[src/rtl/div_pkg.sv]
// Shared types and sizing for the restoring divider.
// The div_unit top honours the optional DIV_UNSIGNED_EN build macro.
package div_pkg;

    typedef enum logic [1:0] {
        IDLE,
        RUN,
        SIGN
    } div_state_e;

    localparam int DIV_WIDTH = 32;
    localparam int DIV_CNT_W = $clog2(DIV_WIDTH + 1);

    // Counter must hold the value WIDTH itself, not just WIDTH-1.
    function automatic int cnt_width(input int width);
        return $clog2(width + 1);
    endfunction

endpackage

[src/rtl/div_step.sv]
// One restoring-division iteration: shift {rem, quo} left, trial-subtract,
// and keep or restore the partial remainder.
module div_step
    import div_pkg::*;
#(
    parameter int WIDTH = DIV_WIDTH
) (
    input  logic [WIDTH:0]   rem_in,
    input  logic [WIDTH-1:0] quo_in,
    input  logic [WIDTH-1:0] divisor,
    output logic [WIDTH:0]   rem_out,
    output logic [WIDTH-1:0] quo_out
);

    logic [WIDTH+1:0] shifted;
    logic [WIDTH:0]   diff;
    logic             fits;

    always_comb begin
        shifted = {rem_in, quo_in[WIDTH-1]};
        diff    = shifted[WIDTH:0] - {1'b0, divisor};
        fits    = (shifted >= {2'b00, divisor});
        rem_out = fits ? diff : shifted[WIDTH:0];
        quo_out = {quo_in[WIDTH-2:0], fits};
    end

endmodule

[src/rtl/div_unit.sv]
// Multicycle signed divider for the HI/LO path: remainder on hi_out, quotient on lo_out.
// Define DIV_UNSIGNED_EN to add the is_unsigned port (MIPS divu behaviour).
module div_unit
    import div_pkg::*;
#(
    parameter int WIDTH = DIV_WIDTH
) (
    input  logic             clock,
    input  logic             reset,
    input  logic             start,
`ifdef DIV_UNSIGNED_EN
    input  logic             is_unsigned,
`endif
    input  logic [WIDTH-1:0] dividend,
    input  logic [WIDTH-1:0] divisor,
    output logic [WIDTH-1:0] hi_out,
    output logic [WIDTH-1:0] lo_out,
    output logic             busy,
    output logic             done,
    output logic             div_zero
);

    localparam int CNT_W = cnt_width(WIDTH);

    div_state_e       state_q, state_d;
    logic [WIDTH:0]   rem_q, rem_d;
    logic [WIDTH-1:0] quo_q, quo_d;
    logic [WIDTH-1:0] dvs_q, dvs_d;
    logic [CNT_W-1:0] cnt_q, cnt_d;
    logic             q_neg_q, q_neg_d;
    logic             r_neg_q, r_neg_d;
    logic [WIDTH-1:0] hi_q, hi_d;
    logic [WIDTH-1:0] lo_q, lo_d;
    logic             busy_q, busy_d;
    logic             done_q, done_d;
    logic             div_zero_q, div_zero_d;

    logic             use_signed;
    logic [WIDTH-1:0] dividend_abs, divisor_abs;
    logic [WIDTH:0]   step_rem;
    logic [WIDTH-1:0] step_quo;

`ifdef DIV_UNSIGNED_EN
    assign use_signed = ~is_unsigned;
`else
    assign use_signed = 1'b1;
`endif

    div_step #(.WIDTH(WIDTH)) u_step (
        .rem_in  (rem_q),
        .quo_in  (quo_q),
        .divisor (dvs_q),
        .rem_out (step_rem),
        .quo_out (step_quo)
    );

    // NOTE: every variable gets its default first so no path can infer a latch.
    always_comb begin
        state_d    = state_q;
        rem_d      = rem_q;
        quo_d      = quo_q;
        dvs_d      = dvs_q;
        cnt_d      = cnt_q;
        q_neg_d    = q_neg_q;
        r_neg_d    = r_neg_q;
        hi_d       = hi_q;
        lo_d       = lo_q;
        busy_d     = busy_q;
        done_d     = 1'b0;
        div_zero_d = 1'b0;

        dividend_abs = (use_signed && dividend[WIDTH-1]) ? -dividend : dividend;
        divisor_abs  = (use_signed && divisor[WIDTH-1])  ? -divisor  : divisor;

        unique case (state_q)
            IDLE: begin
                // The cycle carrying done still belongs to the finishing operation.
                if (start && !done_q) begin
                    if (divisor == '0) begin
                        div_zero_d = 1'b1;
                    end else begin
                        quo_d   = dividend_abs;
                        dvs_d   = divisor_abs;
                        rem_d   = '0;
                        q_neg_d = use_signed & (dividend[WIDTH-1] ^ divisor[WIDTH-1]);
                        r_neg_d = use_signed & dividend[WIDTH-1];
                        cnt_d   = CNT_W'(WIDTH);
                        busy_d  = 1'b1;
                        state_d = RUN;
                    end
                end
            end
            RUN: begin
                rem_d = step_rem;
                quo_d = step_quo;
                cnt_d = cnt_q - CNT_W'(1);
                if (cnt_d == '0) begin
                    state_d = SIGN;
                end
            end
            SIGN: begin
                lo_d    = q_neg_q ? -quo_q : quo_q;
                hi_d    = r_neg_q ? -rem_q[WIDTH-1:0] : rem_q[WIDTH-1:0];
                done_d  = 1'b1;
                busy_d  = 1'b0;
                state_d = IDLE;
            end
            default: state_d = IDLE;
        endcase
    end

    // NOTE: sequential state uses non-blocking assignments so all flops update together.
    always_ff @(posedge clock or posedge reset) begin
        if (reset) begin
            state_q    <= IDLE;
            rem_q      <= '0;
            quo_q      <= '0;
            dvs_q      <= '0;
            cnt_q      <= '0;
            q_neg_q    <= 1'b0;
            r_neg_q    <= 1'b0;
            hi_q       <= '0;
            lo_q       <= '0;
            busy_q     <= 1'b0;
            done_q     <= 1'b0;
            div_zero_q <= 1'b0;
        end else begin
            state_q    <= state_d;
            rem_q      <= rem_d;
            quo_q      <= quo_d;
            dvs_q      <= dvs_d;
            cnt_q      <= cnt_d;
            q_neg_q    <= q_neg_d;
            r_neg_q    <= r_neg_d;
            hi_q       <= hi_d;
            lo_q       <= lo_d;
            busy_q     <= busy_d;
            done_q     <= done_d;
            div_zero_q <= div_zero_d;
        end
    end

    assign hi_out   = hi_q;
    assign lo_out   = lo_q;
    assign busy     = busy_q;
    assign done     = done_q;
    assign div_zero = div_zero_q;

endmodule
[config.mk]
export PLATFORM = sky130hd
export DESIGN_NAME = div_unit
export DESIGN_NICKNAME = d
export VERILOG_FILES = /design/src/rtl/div_pkg.sv /design/src/rtl/div_step.sv /design/src/rtl/div_unit.sv
export SDC_FILE = /design/constraint.sdc
export NUM_CORES = 1
export LEC_CHECK = 0
export CORE_MARGIN = 4
export CORE_UTILIZATION = 45
export CTS_BUF_LIST = sky130_fd_sc_hd__clkbuf_8
export CTS_CLUSTER_DIAMETER = 40
export DETAILED_ROUTE_END_ITERATION = 8
export PLACE_DENSITY_LB_ADDON = 0.1
export SLEW_MARGIN = 20
export SYNTH_ARGS = -nofsm -noshare
export SYNTH_HDL_FRONTEND = slang
export SYNTH_SLANG_ARGS = --single-unit
export TNS_END_PERCENT = 20
[constraint.sdc]
create_clock -name clock -period 8.9 [get_ports clock]
set_input_delay 1.78 -clock clock [delete_from_list [all_inputs] [get_ports clock]]
set_output_delay 1.78 -clock clock [all_outputs]
set_load 0.02 [all_outputs]
# Word-level counts from Yosys, hierarchy flattened
# Index checks and enable logic that the tools add are counted.
# word_totals
wordCells	62
register_bits	174
inputBits	67
output_inout_bits	67
# classes
n_lt_le_gt_ge	1
n_reduce_logical	11
n_addsub	6
eq_ne	5
mux	25
bitwise	2
# ops
operator	n
$mux W32	6
$neg A32 Y32	4
$mux W33	3
$pmux W33 S2	1
$pmux W32 S2	1
$ge A34 B32 Y1	1
$sub A33 B32 Y33	1
$logic_not A32 Y1	1
$mux W6	2
$pmux W6 S2	1
$reduce_and A3 Y1	4
$logic_not A6 Y1	1
$mux W1	6
$mux W2	3
$ne A2 B2 Y1 const B	3
$sub A6 B1 Y6 const B	1
$pmux W2 S2	1
$reduce_bool A2 Y1	2
$eq A2 B1 Y1 const B	1
$eq A2 B2 Y1 const B	1
$logic_not A2 Y1	1
$pmux W1 S2	1
$logic_and A1 B1 Y1	1
$logic_not A1 Y1	1
2 further kinds	2

# Depth between registers and ports, before layout
# Gate-level depths: netlist of run 1.
# logic_depth
depth_word	5
ltp_mapped	14
mapped_depth_nobuf	12

# Cells and area by module
# From an unflattened synthesis of run 1, not the netlist that was laid out.
# hier_totals
cells_unflattened	1445
area_unflattened_um2	12313.1
# modules_own_cells
module	instances	cells_each	seq_area_each_um2	area_per_inst_um2
div_unit	1	1044	4354.2	9412.8
div_step	1	401	0.0	2900.3

# Worst setup path before layout of run 1
# OpenSTA, ideal clock, no wires.
# synth_timing
path_type	input to register
from	in divisor[4]
to	reg dvs_q[23]
n_path_buf	0
t_arrival_ps	3869
path_slack_ps	4908
path_stages	7
required_ps	8777
setup_time_ps	123
cell_sequence	or4_4 -> or4_4 -> or3_4 -> or2_1 -> o31ai_1 -> xor2_1 -> o21ai_1
# synth_between
elab_chain_len	3
elab_cells_between_ends	5
classes_between	1 x add/sub; 1 x mux; 1 x bitwise; 2 x reduce/logical
# synth_lines
element	line	source
from (decl)	div_unit.sv:15	input logic [WIDTH-1:0] divisor,
parallel branches: the longest is 3 deep, another holds $neg A32 Y32	-	
to (signal assigned)	div_unit.sv:131	dvs_q <= dvs_d;
to (decl)	div_unit.sv:28	logic [WIDTH-1:0] dvs_q, dvs_d;
# Parallel ways; which one is timed is not known.
# A chain may end at the register's enable or synchronous reset.

# Worst setup path after layout of run 1
# layout_timing
from	in divisor[4]
to	reg quo_q[31]
# layout_between
elab_chain_len	3
# layout_lines
element	line	source
$logic_not A32 Y1	div_unit.sv:79	if (divisor == '0) begin
$ne A2 B2 Y1 (no source line)	-	
$reduce_and A3 Y1 (no source line)	-	
to (signal assigned)	div_unit.sv:130	quo_q <= quo_d;
to (decl)	div_unit.sv:27	logic [WIDTH-1:0] quo_q, quo_d;
# Every way passes these cells.

==> results.py, run 1 <==
metrics = {
    "clock_tree": {
        "insertion_delay_ns": 0.47,
        "cts-resized-gates": 0,
        "clk_path_buf_depth": 2,
        "root_buffer": "clkbuf_8",
        "cts_hold_buf": 0,
        "clk_pin_slew_worst_paths_ns": 0.10,
        "cts_sinks": 174,
        "cts_setup_buffers": 0,
        "h-tree-depth": 4,
        "cts_tree": "done",
        "cts_buffers": 17,
    },
    "yosys": {
        "synth.area.top_cells": "dfrtp_1 38%, xor2_1 7.4%, o21ai_0 7.0%, nand2_1 6.7%, ha_1 4.2%",
        "synth_xor_xnor_area_share_pct": 11.5,
        "synth_top_area_share_pct": 38.5,
        "syn-cell-area_mm2": 0.0113,
        "yosys.area_share.simple_pct": 17.4,
        "synth-edff-count": 0,
        "synthTopCellsByCount": "201 x nand2_1, 174 x dfrtp_1, 159 x o21ai_0, 96 x xor2_1, 79 x a21oi_1",
        "synth_top_family_by_area": "compound AO/OA/AOI/OAI gates",
        "ys_types": 64,
        "synthMuxAreaShare_pct": 1.43,
        "syn_avg_cell_area_um2": 8.50,
        "synth_seq_area_share_pct": 38.5,
        "ys_warn_count": 0,
        "synthAdderAreaFrac_pct": 4.38,
        "yosys.area.top_type": "dfrtp_1",
        "synth_most_common_cell": "nand2_1",
        "ys_seq_elements": 174,
        "syn-num-nets": 1437,
        "async_reset_ff_share_pct": 100,
        "synth-main-ff-cell": "dfrtp_1",
        "synth_compound_area_share_pct": 22.0,
        "postSynthCellCount": 1331,
    },
    "floorplan": {
        "dieArea_mm2": 0.0278,
        "std_cell_rows": 57,
        "die_width_um": 167,
        "initial_utilization_pct": 46.1,
        "ioPinCount": 134,
        "dieHeight_um": 167,
        "core_mm2": 0.0245,
    },
    "critical_path": {
        "startpoint_type": "primary input",
        "cp_cell_sequence": "clkdlybuf4s50_1 -> or4_4 -> nor3_2 -> nand4_1 -> or4_4 -> nand2b_1 -> a21o_2 -> buf_4 -> nor3_1 -> a221o_1",
        "worst_ep_required_time_ns": 9.25,
        "crit_path_max_fanout": 91,
        "cpPeakStageDelay_ns": 0.67,
        "path_class": "primary input to flip-flop",
        "cp_slowest_cell": "buf_4",
        "reg2regPathDepth": 13,
        "cp-end-kind": "flip-flop",
        "path_common_cell": "or4_4",
        "cp.arrival_ns": 5.21,
    },
    "grt": {
        "grt_pass1_wl_um": 47800,
        "grt_pass1_vias": 8990,
        "grt_overflow": 0,
        "grt_max_degree": 121,
        "grt_antenna_before_repair": 0,
        "grt_usage_pct": 20.6,
    },
    "power": {
        "intPower_uw": 1780,
        "p_per_area_mw_per_mm2": 236,
        "power_uw": 3130,
        "switchingPower_uw": 1350,
        "leakage_uw": 0.00541,
        "ir_worst_vdd_mv": 0.118,
        "switching_share_pct": 43.2,
        "power_frac_comb_pct": 43.1,
        "seqPwrFrac_pct": 38.8,
        "clkPwrFrac_pct": 18.0,
    },
    "cells_and_area": {
        "areaGrowthSynthToFinish_pct": 17.2,
        "layout-drive-gt1-share_pct": 4.75,
        "utilization_pct": 54.0,
        "antenna_cells": 0,
        "fillers": 2405,
        "fin_nets": 1526,
    },
    "timing": {
        "finalSetupViolCount": 0,
        "maxSlewHeadroom_pct": 34.3,
        "post-route-period-util_pct": 54.6,
        "maxSlewViolCount": 0,
        "final.setup.tns_ns": 0,
        "fmax_mhz": 206,
        "finalClockSkew_ns": 0.0179,
        "period_needed_ns": 4.86,
        "hold_viol_final": 0,
        "grt_setup_unrepaired": "no",
        "worst_pin_slew_ns": 0.986,
    },
    "placed_design": {
        "dp_hpwl_um": 21400,
        "gp_congestion": 0.892,
        "io_buffer_count": 133,
    },
    "worst_hold_path": {
        "hold_path.class": "flip-flop to flip-flop",
        "min_path_cells": 2,
    },
    "drt": {
        "via_per_inst": 5.50,
        "drc": 0,
        "avgRoutedWirePerCell_um": 16.3,
        "drtPass1Iterations": 5,
        "drt_first_iter_violations": 719,
        "drt_wl_total_um": 28600,
        "ant_nets": 0,
        "vias": 9660,
    },
    "run": {
        "drv_cap": 0,
    },
    "outcome": {
        "outcome": "finished clean",
    },
}
==> cells by family after synthesis <==
kind of cell	count (synthesis)
buffers and inverters	133
DFF	174
and+or+nand+nor	425
xor gates and xnor gates	148
muxes	16
adders and majority gates	39
AOI/OAI and AO/OA	396
==> per-stage QoR <==
step / instances / area, µm² / worst slack, ns / hold WS [ns]
global placement: 1724 / 12800 / 3.60 / 0.460
detailed placement: 1724 / 12800 / 3.54 / 0.469
floorplan: 1331 / 11300 / 2.40 / 0.443
global route: 1757 / 13300 / 3.81 / 0.505
CTS: 1756 / 13200 / 4.03 / 0.492
finish: 1757 / 13300 / 4.04 / 0.486
==> flip-flops by register name, indices dropped and copies added (netlist names), 2 cells and up <==
| register | count |
|---|---|
| lo_out | 32 |
| quo_q | 32 |
| dvs_q | 32 |
| rem_q | 33 |
| hi_out | 32 |
| cnt_q | 6 |
| state_q | 2 |
==> power groups by stage <==
stage                     Sequential, µW  Combinational, µW  Clock (µW)
final                               1220               1350         565
after global routing                1240               1520         617
after CTS                           1210               1340         579
after detailed placement            1220               1330           0
after global placement              1220               1310           0
after floorplan                     1110               1050           0
==> worst max-delay path: cells and delay by family <==
kind | cells | cell delay [ns]
AO/OA/AOI/OAI | 2 | 0.40
AND/OR/NAND/NOR | 6 | 1.86
buffers and inverters | 2 | 1.12
==> cell usage in the layout, fill, tap and decap left out, drive strengths merged, types with 38 or more instances in the layout <==
cell,instances
nand2,201
dfrtp,174
o21ai,167
clkdlybuf4s50,133
xor2,96
a21oi,79
nor2,77
inv,63
xnor2,52
ha,38
o31ai,38
==> per-layer routing <==
layer  up-vias  global-route usage (%)  share of wire (%)
li1       4920                       -                  -
met1      4464                    33.9                 54
met2       253                    28.5                 40
met3        23                    2.58                5.2
met4         0                    4.84                1.2
met5         -                       0                  0
==> area by class of cell <==
| class | instances | area, µm² | share of cell area (%) |
|---|---|---|---|
| multi-input cells | 1024 | 6450 | 48.6 |
| repair buffers | 143 | 1420 | 10.7 |
| well taps | 324 | 405 | 3.06 |
| inverters | 60 | 230 | 1.74 |
| clock inverters | 14 | 159 | 1.20 |
| flip-flops and latches | 174 | 4350 | 32.8 |
| clock buffers | 18 | 248 | 1.87 |
==> final timing paths <==
| path | startpoint | endpoint | slack, ns |
|---|---|---|---|
| min in group asynchronous | reset | div_zero | 1.82 |
| max in group asynchronous | reset | hi_out[18] | 5.80 |
| min | lo_out[27] | lo_out[27] | 0.49 |
| max | divisor[4] | quo_q[31] | 4.04 |
| min reg2reg | lo_out[27] | lo_out[27] | 0.49 |
| max reg2reg | quo_q[31] | rem_q[30] | 5.07 |
(Power assumes the default switching activity.)
==> run 2: changes to the inputs <==
==> constraint.sdc (replaced) <==
create_clock -name clock -period 4 [get_ports clock]
set_input_delay 0.8 -clock clock [delete_from_list [all_inputs] [get_ports clock]]
set_output_delay 0.8 -clock clock [all_outputs]
set_load 0.02 [all_outputs]
==> results.py, run 2 (synthesis gave the netlist of run 1 again) <==
metrics = {
    "outcome": {
        "outcome": "finished clean",
    },
    "critical_path": {
        "r2r-end": "rem_q[22]",
        "path_class": "flip-flop to flip-flop",
        "cp_cell_sequence": "ha_1 -> a21oi_1 -> o21ai_0 -> a211oi_1 -> o21ai_0 -> o311a_1 -> o31ai_4 -> buf_4 -> mux2i_1 -> o21ai_0",
        "worst_ep_required_time_ns": 4.34,
        "startpoint_type": "flip-flop",
        "r2r-start": "rem_q[12]",
        "worst-path-buf-inv": 1,
        "cp_num_cells": 10,
        "cp_slowest_cell": "dfrtp_1",
        "setup.worst_path.end": "rem_q[22]",
        "crit_start": "rem_q[12]",
        "path_common_cell": "o21ai_0",
        "reg2regPathDepth": 10,
        "reg2reg_slack_ns": 0.62,
        "cp.arrival_ns": 3.72,
        "crit_path_max_fanout": 30,
        "path_delay_family": "compound AO/OA/AOI/OAI gates",
        "cp-end-kind": "flip-flop",
        "cpPeakStageDelay_ns": 0.46,
    },
    "floorplan": {
        "ioPinCount": 134,
        "initial_utilization_pct": 46.1,
        "dieHeight_um": 167,
        "core_mm2": 0.0245,
        "std_cell_rows": 57,
        "dieArea_mm2": 0.0278,
        "die_width_um": 167,
    },
    "timing": {
        "period_needed_ns": 3.38,
        "hold_viol_final": 0,
        "whs_ns": 0.485,
        "worst_pin_slew_ns": 0.991,
        "maxSlewHeadroom_pct": 33.9,
        "finalSetupViolCount": 0,
        "grt_setup_unrepaired": "no",
        "fmax_mhz": 296,
        "post-route-period-util_pct": 84.4,
        "final.setup.tns_ns": 0,
        "finalClockSkew_ns": 0.0150,
        "maxSlewViolCount": 0,
    },
    "clock_tree": {
        "cts_setup_buffers": 0,
        "h-tree-depth": 4,
        "cts_tree": "done",
        "cts_hold_buf": 0,
        "cts-resized-gates": 0,
        "clk_path_buf_depth": 2,
        "cts_buffers": 17,
        "clk_pin_slew_worst_paths_ns": 0.11,
        "insertion_delay_ns": 0.47,
        "root_buffer": "clkbuf_8",
        "cts_sinks": 174,
    },
    "drt": {
        "via_per_inst": 5.46,
        "vias": 9628,
        "avgRoutedWirePerCell_um": 16.1,
        "drc": 0,
        "drtPass1Iterations": 5,
        "ant_nets": 0,
        "drt_first_iter_violations": 789,
        "drt_wl_total_um": 28400,
    },
    "cells_and_area": {
        "antenna_cells": 0,
        "multi_input_area_mm2": 0.00645,
        "final_common_cell": "nand2_1",
        "layout_common_cells": "200 x nand2_1, 174 x dfrtp_1, 159 x o21ai_0",
        "fillers": 2311,
        "area.sequential_mm2": 0.00435,
        "layout-drive-gt1-share_pct": 5.21,
        "top_register": "rem_q",
        "areaGrowthSynthToFinish_pct": 18.1,
        "fin_nets": 1533,
        "largest_reg_flops": 33,
    },
    "power": {
        "ir_worst_vdd_mv": 0.248,
        "leakage_uw": 0.00546,
        "p_per_area_mw_per_mm2": 527,
        "power_uw": 7040,
    },
    "placed_design": {
        "dp_hpwl_um": 21700,
        "io_buffer_count": 133,
        "gp_congestion": 0.946,
    },
    "worst_hold_path": {
        "hold_path.class": "flip-flop to flip-flop",
    },
    "run": {
        "drv_cap": 0,
    },
    "grt": {
        "grt_overflow": 0,
        "grt_pass1_vias": 8708,
        "grt_usage_pct": 20.2,
        "grt_antenna_before_repair": 0,
        "grt_pass1_wl_um": 46700,
        "grt_max_degree": 85,
    },
}
-- run 2: cell types whose count changed in the layout (fill, tap and decap cells not counted) --
cell and change:
buf_6 -1, inv_8 +3, clkinv_8 +1, buf_12 +5
clkinv_2 -1, clkinvlp_4 +1, clkinv_4 -3, buf_4 +4
bufinv_16 -1, inv_12 +1, buf_8 -1, clkbuf_8 -1
-- run 2: layer usage --
| metal | up-vias | track usage, % | wire [µm] | part of all wire (%) |
|---|---|---|---|---|
| met5 | - | 0 | 0 | 0 |
| met4 | 0 | 4.38 | 385 | 1.4 |
| met3 | 23 | 3.25 | 1690 | 5.9 |
| met2 | 240 | 26.0 | 10800 | 38 |
| met1 | 4440 | 34.6 | 15500 | 55 |
| li1 | 4925 | - | - | - |
-- run 2: how the worst min path moves through the flow --
stage	start	to	slack [ns]	cells past startpoint
6_report	lo_out[25]	lo_out[25]	0.48	2
5_1_grt	lo_out[0]	lo_out[0]	0.51	2
4_1_cts	hi_out[0]	hi_out[0]	0.49	2
3_5_place_dp	lo_out[3]	lo_out[3]	0.47	2
3_3_place_gp	hi_out[23]	hi_out[23]	0.46	2
2_1_floorplan	dvs_q[31]	dvs_q[31]	0.44	2
-- run 2: power breakdown --
part | total (µW) | internal, µW | switching, µW
Combinational | 3090 | 1360 | 1730
Clock | 1260 | 479 | 779
Sequential | 2690 | 2090 | 596
-- run 2: through the flow --
stage / cells / area [µm²] / util (%) / setup slack, ns
global placement: 1732 / 13000 / 52.8 / 0.323
global route: 1764 / 13400 / 54.5 / 0.350
floorplan: 1331 / 11300 / - / 0.975
CTS: 1764 / 13400 / 54.5 / 0.617
finish: 1764 / 13400 / 54.5 / 0.623
detailed placement: 1732 / 13000 / 52.8 / 0.264
-- run 2: cell type report --
class | count | share of cell area, %
Timing Repair Buffer | 150 | 11.4
Clock buffer | 17 | 1.75
Clock inverter | 15 | 1.29
Inverter | 60 | 1.71
Tap cell | 324 | 3.03
Sequential cell | 174 | 32.6
Multi-Input combinational cell | 1024 | 48.2
-- run 2: worst register-to-register path, stage by stage, from the launching register on --
cell      delay [ns]
dfrtp_1         0.46
ha_1            0.41
a21oi_1         0.30
o21ai_0         0.19
a211oi_1        0.26
o21ai_0         0.14
o311a_1         0.43
o31ai_4         0.33
buf_4           0.38
mux2i_1         0.27
o21ai_0         0.09
==> edit (config.mk and constraints of run 2) <==
The output `div_zero` loses its register stage (`div_zero_q` becomes a continuous assignment).
--- a/src/rtl/div_unit.sv
+++ b/src/rtl/div_unit.sv
@@ -124,5 +124,4 @@
             busy_q     <= 1'b0;
             done_q     <= 1'b0;
-            div_zero_q <= 1'b0;
         end else begin
             state_q    <= state_d;
@@ -137,7 +136,8 @@
             busy_q     <= busy_d;
             done_q     <= done_d;
-            div_zero_q <= div_zero_d;
         end
     end
+
+    assign div_zero_q = div_zero_d;
 
     assign hi_out   = hi_q;
Function: changed (Yosys sat finds a counterexample within 4 cycles, from zero or initial values and one cycle with reset high).
==> edit against run 2 <==
Sequential cell count shrank 1; fmax shrank 10%; setup slack lost 0.39 ns; area after synthesis shrank 0.22%; total power grew 0.31%; first-iteration DRC count grew 2.3%; routed wire length grew 0.46%; global-route usage grew 0.36 points; die area shrank 0.21%; cell area grew 1.5%; critical endpoint is now div_zero; highest routed layer unchanged.
==> edit: results (changes against run 2) <==
Iter 0 DRT Violations 807 (was 789); DRT antenna net count 0 (unchanged); switching share of total power 44.4% (was 44.1%); post-synth cell types 64 (unchanged); largest net degree at the start of global routing 86 (was 85); All-Layer GR Usage 20.6% (was 20.2%); H-Tree Depth 4 (unchanged); Leak 5.59 nW (was 5.46 nW); share of cells above drive strength 1 7.09% (was 5.21%); via count 9696 (was 9628); Hold Crit Class reg2reg (unchanged); filler cell count 2367 (was 2311); placed cell area 13100 um^2 (was 13000 um^2); worst-margin pin slew 0.989 ns (was 0.991 ns); Worst Path Max Fanout 2 (was 30); initial antenna violation count 0 (unchanged); CTS Buffer Depth 2 (unchanged); worst vdd ir 0.329 mV (was 0.248 mV); hold depth 2 (unchanged); first-pass GRT wire length 47.5 mm (was 46.7 mm); TritonCTS Buffers 17 (unchanged); clock skew 0.0206 ns (was 0.0150 ns); hpwl dp 21.9 mm (was 21.7 mm); R2R cell count 9 (was 10); Initial DRT Pass Iterations 5 (unchanged); Biggest register rem_q (unchanged); outcome finished, final reports clean (unchanged); MaxCap Viol Count 0 (unchanged); Yosys warning total 0 (unchanged); worst slack at placement -0.227 ns (was 0.264 ns); Synth top cells by count nand2_1, dfrtp_1, o21ai_0, xor2_1, a21oi_1 (unchanged); Clk Latency, worst-skew pair about 0.48 ns; # port buffers 133 (unchanged); Seq/Total Area, Yosys 38.3% (was 38.5%); Synth Flop Type dfrtp_1 (unchanged); fin nets 1560 (was 1533); WP data arrival 2.97 ns (was 3.72 ns); post-CTS setup buffer count 0 (unchanged); post-synthesis async set-or-reset flop share 100% (unchanged); Post-Syn Nets 1436 (was 1437); vias in the first global route 8866 (was 8708); final WL 28.5 mm (was 28.4 mm); Clk pin slew, worst setup/hold paths around 0.10 ns; GPL Wtd Cong 0.905 (was 0.946); top cells by area, synth dfrtp_1, xor2_1, o21ai_0 (unchanged); antenna cells 0 (unchanged)
edit: cell types whose count changed after synthesis:
cell     before  now
dfrtp_1     174  173
edit: what timing repair did:
| action | in CTS | in global routing |
|---|---|---|
| resized for setup | 1 | 2 |
| hold endpoints to repair | 0 | 0 |
| endpoints found under the setup margin | 1 | 1 |
edit: final cells by class:
cell class / count / share of cell area (%)
Multi-Input combinational cell: 1024 / 47.5
Sequential cell: 173 / 31.9
Timing Repair Buffer: 178 / 12.7
Tap cell: 324 / 2.99
Clock buffer: 17 / 1.72
Inverter: 60 / 1.69
Clock inverter: 15 / 1.47
edit: worst max-delay path, cell delays in order:
cell	delay, ns
clkdlybuf4s50_1	0.42
or4_4	0.55
nor3_2	0.23
nand4_1	0.14
or4_4	0.53
nor2_1	0.12
clkbuf_2	0.18
edit: cell families (layout without fill, tap and decap cells):
family / Yosys count / in the layout / share of synthesized area, %
AND/OR/NAND/NOR: 425 / 425 / 17.5
XOR/XNOR: 148 / 148 / 11.5
AO/OA/AOI/OAI: 396 / 396 / 22.1
buffers and inverters: 133 / 270 / 4.83
adder cells (fa/ha/maj): 39 / 39 / 4.39
multiplexers: 16 / 16 / 1.43
flip-flops: 173 / 173 / 38.3
edit: power groups by stage:
stage | Sequential [W] | Combinational, W | Clock [W]
2_1_floorplan | 0.00247 | 0.00235 | 0
3_3_place_gp | 0.00270 | 0.00302 | 0
3_5_place_dp | 0.00271 | 0.00305 | 0
4_1_cts | 0.00268 | 0.00306 | 0.00134
5_1_grt | 0.00276 | 0.00344 | 0.00141
6_report | 0.00270 | 0.00307 | 0.00130
edit: per-stage QoR:
step | hold WS [ns] | cells | total power, W | utilization [%] | setup TNS, ns
floorplan | 0.443 | 1330 | 0.00482 | - | 0
global placement | 0.461 | 1759 | 0.00572 | 53.6 | -0.184
detailed placement | 0.469 | 1759 | 0.00576 | 53.6 | -0.227
CTS | 0.496 | 1791 | 0.00707 | 55.3 | 0
global route | 0.511 | 1791 | 0.00761 | 55.3 | 0
finish | 0.486 | 1791 | 0.00706 | 55.3 | 0
edit: worst paths after layout:
check,startpoint,to,slack (ns)
max in group asynchronous,reset,rem_q[25],2.63
setup reg to reg,rem_q[19],rem_q[32],0.62
hold / removal,hi_out[16],hi_out[16],0.49
min in group asynchronous,reset,done,0.62
hold reg to reg,hi_out[16],hi_out[16],0.49
setup / recovery,divisor[4],div_zero,0.23
edit: per-layer routing:
layer | track usage [%] | up-vias | part of all wire [%]
met4 | 5.76 | 0 | 1.6
met5 | 0 | - | 0
met1 | 34.8 | 4459 | 55
li1 | - | 4974 | -
met2 | 26.9 | 236 | 38
met3 | 2.35 | 27 | 5.1
